==> config.mk <==
export PLATFORM = sky130hd
export DESIGN_NAME = fmm_reduce_pivot_scan_ctrl
export DESIGN_NICKNAME = d
export VERILOG_FILES = /design/src/rtl/fmm_reduce_pkg.sv /design/src/rtl/fmm_strided_addr_gen.sv /design/src/rtl/fmm_reduce_pivot_scan_ctrl.sv
export SDC_FILE = /design/constraint.sdc
export NUM_CORES = 1
export LEC_CHECK = 0
export BUFFER_PORTS_ARGS = -buffer_cell sky130_fd_sc_hd__buf_2
export CORE_ASPECT_RATIO = 0.8
export CORE_MARGIN = 2
export CORE_UTILIZATION = 38
export CTS_BUF_LIST = sky130_fd_sc_hd__clkbuf_4
export DETAILED_ROUTE_END_ITERATION = 10
export SLEW_MARGIN = 20
export SYNTH_ARGS = -nofsm -noshare
export SYNTH_HDL_FRONTEND = slang
export SYNTH_HIERARCHICAL = 1
export SYNTH_SLANG_ARGS = --single-unit
==> constraint.sdc <==
create_clock -name ap_clk -period 4.2 [get_ports ap_clk]
set_input_delay 0.42 -clock ap_clk [delete_from_list [all_inputs] [get_ports ap_clk]]
set_output_delay 0.42 -clock ap_clk [all_outputs]
set_load 0.02 [all_outputs]
==> src/rtl/fmm_reduce_pkg.sv <==
`default_nettype none
// +--------------------------------------------------------------------+
// | fmm_reduce_pkg : shared types/constants for the pivot row scanner  |
// | Rev 1.0                                                            |
// +--------------------------------------------------------------------+
package fmm_reduce_pkg;

    typedef enum logic [1:0] {
        ST_IDLE  = 2'd0,
        ST_SCAN  = 2'd1,
        ST_DRAIN = 2'd2,
        ST_DONE  = 2'd3
    } scan_state_e;

    localparam int          DEFAULT_ROW_STRIDE = 320;
    localparam int          DEFAULT_MATCH_VAL  = 1;
    localparam logic [31:0] PIVOT_NONE         = 32'hFFFF_FFFF;

endpackage
`default_nettype wire

==> src/rtl/fmm_strided_addr_gen.sv <==
`default_nettype none
// +--------------------------------------------------------------------+
// | fmm_strided_addr_gen : row counter plus stride accumulator         |
// | Rev 1.0                                                            |
// +--------------------------------------------------------------------+
module fmm_strided_addr_gen #(
    parameter int ADDR_W     = 17,
    parameter int ROW_STRIDE = 320
) (
    input  logic               clk,
    input  logic               rst_n,
    input  logic               load,
    input  logic               advance,
    input  logic [ADDR_W-1:0]  base,
    input  logic signed [31:0] limit,
    output logic [30:0]        row,
    output logic [ADDR_W-1:0]  addr,
    output logic               exhausted,
    output logic               last
);

    localparam logic [ADDR_W-1:0] STRIDE = ADDR_W'(ROW_STRIDE);

    logic [30:0]        row_q, row_d;
    logic [ADDR_W-1:0]  addr_q, addr_d;
    logic signed [32:0] row_ext;
    logic signed [32:0] limit_ext;

    always_comb begin
        row_d  = row_q;
        addr_d = addr_q;
        if (load) begin
            row_d  = '0;
            addr_d = base;
        end else if (advance) begin
            row_d  = row_q + 31'd1;
            addr_d = addr_q + STRIDE;
        end
    end

    always_ff @(posedge clk) begin
        if (!rst_n) begin
            row_q  <= '0;
            addr_q <= '0;
        end else begin
            row_q  <= row_d;
            addr_q <= addr_d;
        end
    end

    // 33-bit signed compare so row+1 cannot wrap negative
    assign row_ext   = $signed({2'b00, row_q});
    assign limit_ext = $signed({limit[31], limit});
    assign exhausted = row_ext >= limit_ext;
    assign last      = (row_ext + 33'sd1) >= limit_ext;
    assign row       = row_q;
    assign addr      = addr_q;

endmodule
`default_nettype wire

==> src/rtl/fmm_reduce_pivot_scan_ctrl.sv <==
`default_nettype none
// +--------------------------------------------------------------------+
// | fmm_reduce_pivot_scan_ctrl : pipelined first-pivot row scan        |
// | Rev 1.0                                                            |
// +--------------------------------------------------------------------+
module fmm_reduce_pivot_scan_ctrl
    import fmm_reduce_pkg::*;
#(
    parameter int ADDR_W     = 17,
    parameter int ROW_STRIDE = DEFAULT_ROW_STRIDE,
    parameter int DATA_W     = 32,
    parameter int MATCH_VAL  = DEFAULT_MATCH_VAL
) (
    input  logic               ap_clk,
    input  logic               ap_rst_n,
    input  logic               ap_start,
    output logic               ap_done,
    output logic               ap_idle,
    output logic               ap_ready,
    input  logic signed [31:0] row_count,
    input  logic [ADDR_W-1:0]  col_base,
    input  logic               mem_gnt,
    output logic [ADDR_W-1:0]  M_e_address0,
    output logic               M_e_ce0,
    input  logic [DATA_W-1:0]  M_e_q0,
    output logic [31:0]        pivot_row,
    output logic               pivot_row_ap_vld
);

    scan_state_e        state_q, state_d;
    logic signed [31:0] row_count_q, row_count_d;
    logic               rd_vld_q, rd_vld_d;
    logic [30:0]        rd_row_q, rd_row_d;
    logic [31:0]        pivot_row_q, pivot_row_d;
    logic               ap_done_q, ap_done_d;
    logic               ap_ready_q, ap_ready_d;

    logic               gen_load;
    logic               issue;
    logic               hit;
    logic [30:0]        issue_row;
    logic [ADDR_W-1:0]  issue_addr;
    logic               exhausted;
    logic               last_row;

    fmm_strided_addr_gen #(
        .ADDR_W     (ADDR_W),
        .ROW_STRIDE (ROW_STRIDE)
    ) u_addr_gen (
        .clk       (ap_clk),
        .rst_n     (ap_rst_n),
        .load      (gen_load),
        .advance   (issue),
        .base      (col_base),
        .limit     (row_count_q),
        .row       (issue_row),
        .addr      (issue_addr),
        .exhausted (exhausted),
        .last      (last_row)
    );

    assign M_e_ce0      = (state_q == ST_SCAN) && !exhausted;
    assign M_e_address0 = issue_addr;
    assign issue        = M_e_ce0 && mem_gnt;
    assign hit          = rd_vld_q && (M_e_q0 == DATA_W'(MATCH_VAL));

    always_comb begin
        state_d     = state_q;
        row_count_d = row_count_q;
        rd_vld_d    = issue;
        rd_row_d    = issue ? issue_row : rd_row_q;
        pivot_row_d = pivot_row_q;
        ap_done_d   = 1'b0;
        ap_ready_d  = 1'b0;
        gen_load    = 1'b0;

        case (state_q)
            ST_IDLE: begin
                rd_vld_d = 1'b0;
                if (ap_start) begin
                    ap_ready_d  = 1'b1;
                    row_count_d = row_count;
                    gen_load    = 1'b1;
                    if (row_count <= 32'sd0) begin
                        pivot_row_d = PIVOT_NONE;
                        ap_done_d   = 1'b1;
                        state_d     = ST_DONE;
                    end else begin
                        state_d = ST_SCAN;
                    end
                end
            end
            ST_SCAN: begin
                // A hit squashes whatever read is being issued alongside it
                if (hit) begin
                    pivot_row_d = {1'b0, rd_row_q};
                    rd_vld_d    = 1'b0;
                    ap_done_d   = 1'b1;
                    state_d     = ST_DONE;
                end else if (issue && last_row) begin
                    state_d = ST_DRAIN;
                end
            end
            ST_DRAIN: begin
                rd_vld_d = 1'b0;
                if (rd_vld_q) begin
                    pivot_row_d = hit ? {1'b0, rd_row_q} : PIVOT_NONE;
                    ap_done_d   = 1'b1;
                    state_d     = ST_DONE;
                end
            end
            default: begin
                rd_vld_d = 1'b0;
                state_d  = ST_IDLE;
            end
        endcase
    end

    always_ff @(posedge ap_clk) begin
        if (!ap_rst_n) begin
            state_q     <= ST_IDLE;
            row_count_q <= '0;
            rd_vld_q    <= 1'b0;
            rd_row_q    <= '0;
            pivot_row_q <= PIVOT_NONE;
            ap_done_q   <= 1'b0;
            ap_ready_q  <= 1'b0;
        end else begin
            state_q     <= state_d;
            row_count_q <= row_count_d;
            rd_vld_q    <= rd_vld_d;
            rd_row_q    <= rd_row_d;
            pivot_row_q <= pivot_row_d;
            ap_done_q   <= ap_done_d;
            ap_ready_q  <= ap_ready_d;
        end
    end

    assign ap_done          = ap_done_q;
    assign ap_ready         = ap_ready_q;
    assign ap_idle          = (state_q == ST_IDLE);
    assign pivot_row        = pivot_row_q;
    assign pivot_row_ap_vld = ap_done_q;

endmodule
`default_nettype wire

### Yosys cells after proc, flatten, opt, wreduce, memory -nomap -nowiden

Index checks and enable logic that the tools add are counted.
Widths: inputs -> output; s select.

| storage, ports and cells | value |
|---|---|
| flip-flop bits (word level) | 148 |
| output and inout port bits | 54 |

| cells by class | value |
|---|---|
| $lt $le $gt $ge | 3 |
| bitwise gates (word level) | 2 |
| eq/ne operators | 8 |
| multiplexer cells | 21 |
| add/sub/neg operators | 3 |
| reduce and logical (&&, ||, !) cells | 13 |

Operators with widths:

| kind | number |
|---|---|
| $mux 32 | 5 |
| $pmux 32 s3 | 1 |
| $mux 17 | 2 |
| $ge 33x32->1 | 1 |
| $add 31x1->32 const B | 1 |
| $eq 32x1->1 const B | 1 |
| $ge 32x32->1 | 1 |
| $le 32x1->1 const B | 1 |
| $add 31x1->31 const B | 1 |
| $add 17x9->17 const B | 1 |
| $mux 2 | 5 |
| $mux 1 | 6 |
| $ne 2x2->1 const B | 3 |
| $pmux 2 s3 | 1 |
| $reduce_and 5->1 | 1 |
| $logic_and 1x1->1 | 4 |
| $ne 3x2->1 const B | 1 |
| $pmux 1 s3 | 1 |
| $reduce_and 3->1 | 1 |
| $reduce_bool 3->1 | 1 |
| $reduce_or 3->1 | 1 |
| $eq 2x1->1 const B | 1 |
| $eq 2x2->1 const B | 1 |
| $logic_not 2->1 | 1 |
| other kinds (6) | 7 |

### Longest topological paths before layout

| logic depth | value |
|---|---|
| word-level depth | 8 |
| mapped depth | 20 |
| gate-level depth less buffers | 18 |

### Cells and area by module

Netlist, hierarchy kept.

Modules (own cells, without submodules):

| module | area each (sq um) | times used | cells each | sequential area each (sq um) |
|---|---|---|---|---|
| fmm_strided_addr_gen | 4147.7 | 1 | 514 | 960.9 |
| fmm_reduce_pivot_scan_ctrl | 4052.6 | 1 | 450 | 2001.9 |

### Worst setup path after synthesis

No wires, ideal clock.

| timing | value |
|---|---|
| path kind | reg2reg |
| start | register u_addr_gen.row_q[29], in the netlist u_addr_gen/row[29] |
| end | register u_addr_gen.row_q[5], in the netlist u_addr_gen/row[5] |
| slack | 0.292 ns |
| arrival | 3.781 ns |
| cell stages (with the launch flop) | 18 |
| path buffers | 4 |
| period minus slack after synthesis | 3.908 ns |
| cells stage by stage | dfxtp_1 > ha_1 > a21o_1 > a211o_1 > a211oi_1 > o311ai_0 > o21ai_0 > o21ai_0 > nor2_1 > nand2_1 > clkinv_1 > clkbuf_1 > buf_6 > clkbuf_1 > clkbuf_1 > nand3_1 > xnor2_1 > nor2_1 |

| on the way | value |
|---|---|
| word-level cells in the longest chain between the ends | 4 |

RTL lines:

| what | line | source |
|---|---|---|
| start: declaration | fmm_strided_addr_gen.sv:24 | `logic [30:0] row_q, row_d;` |
| start signal: assignment | fmm_strided_addr_gen.sv:46 | `row_q <= row_d;` |
| $ge 32x32->1 | fmm_strided_addr_gen.sv:54 | `assign exhausted = row_ext >= limit_ext;` |
| via exhausted | fmm_reduce_pivot_scan_ctrl.sv:43 | `logic exhausted;` |
| $logic_not 1->1 | fmm_reduce_pivot_scan_ctrl.sv:62 | `assign M_e_ce0 = (state_q == ST_SCAN) && !exhausted;` |
| $logic_and 1x1->1 | fmm_reduce_pivot_scan_ctrl.sv:62 |  |
| via M_e_ce0 | fmm_reduce_pivot_scan_ctrl.sv:24 | `output logic M_e_ce0,` |
| $logic_and 1x1->1 | fmm_reduce_pivot_scan_ctrl.sv:64 | `assign issue = M_e_ce0 && mem_gnt;` |
| via issue | fmm_reduce_pivot_scan_ctrl.sv:39 | `logic issue;` |

The timed path passes the listed nets, and every way through them passes these cells.
A chain may end at the register's enable or synchronous reset.

### Final worst setup path

| timing | value |
|---|---|
| start | register u_addr_gen.row_q[1], in the netlist u_addr_gen/row[1] |
| end | register state_q[0] |

| on the way | value |
|---|---|
| elaborated cells between the ends (all ways) | 9 |
| classes of those cells | 1 x add/sub; 2 x order compare; 1 x eq/ne; 5 x reduce/logical |

RTL lines:

| what | line | source |
|---|---|---|
| $add 31x1->32 | fmm_strided_addr_gen.sv:55 | `assign last = (row_ext + 33'sd1) >= limit_ext;` |
| $ge 33x32->1 | fmm_strided_addr_gen.sv:55 |  |
| via last_row | fmm_reduce_pivot_scan_ctrl.sv:44 | `logic last_row;` |
| $logic_and 1x1->1 | fmm_reduce_pivot_scan_ctrl.sv:100 | `end else if (issue && last_row) begin` |
| $ne 3x2->1 (no line) | n/a |  |
| $reduce_and 3->1 (no line) | n/a |  |
| end signal: assignment | fmm_reduce_pivot_scan_ctrl.sv:129 | `state_q <= state_d;` |
| end: declaration | fmm_reduce_pivot_scan_ctrl.sv:30 | `scan_state_e state_q, state_d;` |

The timed path passes the listed nets, and every way through them passes these cells.

==> impl_metrics.yaml <==
logic_synthesis:
  ys_async_sr_fraction: 0
  avgSynthCellArea_um2: 8.507
  yosysSeqAreaShare: 0.3613
  post-synth-top-area-cell: "dfxtp_1"
  netlist_area_mm2: 0.008200
  synthTopCellsByCount: "nand2_1, dfxtp_1, a21oi_1, ha_1, o21ai_0"
  synth-seq-cells: 148
  synth_edf_count: 0
  synth_flop_cell: "dfxtp_1"
  syn_inst: 964
  syn_nets: 1119
  synth_top_area_share: 0.3613
  ys_warn_count: 6
  yosysMostFrequentCell: "nand2_1"
  yosys-top-cells-area: "dfxtp_1, ha_1, nand2_1"
  yosysUniqueCellTypes: 59
routing:
  drt_iter0_markers: 598
  wl_per_cell_um: 15.31
  firstDrtPassIters: 5
  dr_total_vias: 7098
  via_per_inst: 5.129
  ant_nets: 0
  drc_errors: 0
  drt-total-wl_um: 21190
worst_setup_path:
  cp.arrival_ns: 4.36
  cp-start-kind: "flop"
  cp_max_fo: 7
  critPathRequiredTime_ns: 4.67
  critPathMaxStageDelay_ns: 0.42
  worstSetupPathType: "flop to flop"
  slowest_stage: "dfxtp_2"
  cp-end-kind: "flop"
  path_cells: "ha_1 -> and3_2 -> and4_4 -> and4_1 -> nand3_1 -> xnor2_1 -> ha_1 -> a21oi_1 -> o21ai_0 -> a221oi_1 -> o21ai_0 -> o21ai_0 -> a2bb2oi_2 -> a21o_1 -> a31oi_1 -> o211ai_1 -> o41ai_1"
  r2r_cells: 17
  cpMostUsedCell: "o21ai_0"
floorplan:
  num_rows: 48
  fp.dieW_um: 168.2
  fp.dieH_um: 135.4
  io_pins: 139
  die-area_mm2: 0.02278
  initial_core_util: 0.3835
  coreArea_mm2: 0.02138
timing:
  setup_viol: 0
  fmaxAchievable_ghz: 0.2572
  tightestPinTransition_ns: 1.074
  fin_skew_ns: 0.03715
  setup_slack_ns: 0.3118
  slew_headroom: 0.2837
  timing.final.hold_violations: 0
  period_needed_ns: 3.888
  post-route-period-util: 0.9258
  slew_viol_final: 0
layout:
  fill_cells: 2156
  syn2layout_area_growth_pct: 16.16
  nNetsFinal: 1250
  final_layout_size_suffix_gt1_frac: 0.2256
  instances_no_fill: 1384
  multiInputGateArea_mm2: 0.004801
  regArea_mm2: 0.002964
power_and_ir_drop:
  irDropWorstVdd_mv: 0.2396
  p_per_area_mw_per_mm2: 456.1
  leakage_uw: 0.003936
placed_design:
  dp_slack_ns: 0.1866
  dp.cells: 1351
  hpwl_um: 15730
  portBuffers: 138
  place_congestion: 0.9036
worst_hold_path:
  whs_path_depth: 3
  hp-class: "input pin to flop"
global_route:
  grt_overflow: 0
  grt_pass1_wl_um: 33700
  grt_util_all_layers: 0.1867
  grt_pass1_vias: 6405
  antenna_found_initial: 1
  grt_max_degree: 62
cts:
  tritoncts: "built"
  clock-sinks: 148
  root_buffer: "clkbuf_4"
  numCtsBuffers: 17
  clk_latency_ns: 0.57
  clk_path_buf_depth: 2
  clk_pin_slew_ns: 0.16
  h-tree-depth: 4
  cts_hold_buffers: 0
flow_run:
  drv_cap: 0
status:
  status: "complete, no violations"
-- routing by layer --
layer / GRT usage / routed length, µm / vias to the layer above
li1: - / - / 3629
met1: 0.2885 / 11450 / 3253
met2: 0.2620 / 8333 / 197
met3: 0.03243 / 1128 / 19
met4: 0.05316 / 275 / 0
met5: 0 / 0 / -
-- final timing paths --
path                     start        endpoint  slack, ns
max reg2reg  u_addr_gen/row[1]      state_q[0]       0.31
min               row_count[3]  row_count_q[3]       0.08
min reg2reg       rd_row_q[15]    rd_row_q[15]       0.46
max          u_addr_gen/row[1]      state_q[0]       0.31
-- flip-flops by register name (all words and copies together), names as in the netlist --
name / cells
u_addr_gen/row: 31
ap_done: 1
row_count_q: 32
state_q: 2
rd_row_q: 31
pivot_row: 32
rd_vld_q: 1
ap_ready: 1
u_addr_gen/addr: 17
-- layout make-up --
type	count	share of cell area
timing repair buffer	165	0.09510
tap	275	0.03612
clock inverter	15	0.01944
antenna	1	0.0002627
multi-input combinational	711	0.5040
clock buffer	17	0.01340
sequential	148	0.3112
inverter	52	0.02049
-- kinds of logic after synthesis --
family / Yosys count / share of synthesized area
xor+xnor: 65 / 0.06942
compound gates: 218 / 0.1901
simple gates: 350 / 0.2063
mux: 8 / 0.009765
flops: 148 / 0.3613
buf+inv: 105 / 0.05630
fa+ha+maj: 70 / 0.1068
-- critical path: cells and delay by family (launching register included) --
| kind | cells | cell delay [ns] |
|---|---|---|
| xor gates and xnor gates | 1 | 0.15 |
| and+or+nand+nor | 4 | 0.94 |
| AOI/OAI and AO/OA | 10 | 1.76 |
| DFF | 1 | 0.42 |
| adders and majority gates | 2 | 0.52 |
-- per-stage QoR --
stage          total power (µW)  hold slack [ns]  setup TNS, ns  cell area [µm²]  utilization
4_1_cts                    4383          0.01828              0             9497       0.4442
6_report                   4345          0.08288              0             9525       0.4455
5_1_grt                    4622          0.02415       -0.01743             9525       0.4455
3_5_place_dp               3433           0.4442              0             9184       0.4295
3_3_place_gp               3410           0.4395              0             9184       0.4295
2_1_floorplan              2975           0.4332              0             8200            -
-- what timing repair did --
item	in CTS	in global routing
buffers inserted	0	0
gates resized for setup	0	7
setup endpoints to repair	0	2
-- cell usage in the layout (no fill, tap or decap), types with 3 or more instances in the layout --
master	netlist	routed
a31oi_1	4	4
buf_2	6	138
inv_6	0	3
a211oi_1	3	3
ha_1	70	70
nand2_1	174	174
nand3_1	21	21
nor2b_1	8	8
a21oi_1	83	83
o21ai_0	58	58
mux2i_1	8	8
and3_1	10	9
or3_1	4	4
inv_2	0	3
clkbuf_4	1	17
o21a_1	4	4
a21o_1	15	15
a2bb2oi_2	30	31
buf_4	5	26
nand4_1	28	28
nor2_1	50	50
xnor2_1	28	28
xor2_1	37	37
and2_1	13	12
inv_8	0	4
dfxtp_1	148	147
nor4_1	13	12
inv_1	50	49
clkinv_8	0	6
nor3_1	6	6
and4_1	9	8
-- where the power goes --
part	internal [µW]	total, µW	leakage [µW]	switching [µW]
logic	646	1660	0.00257	1010
clock network	285	938	0.000162	654
registers	1610	1750	0.00120	138
total	2540	4340	0.00394	1800
Note: power is estimated with default switching activity, not from simulation.
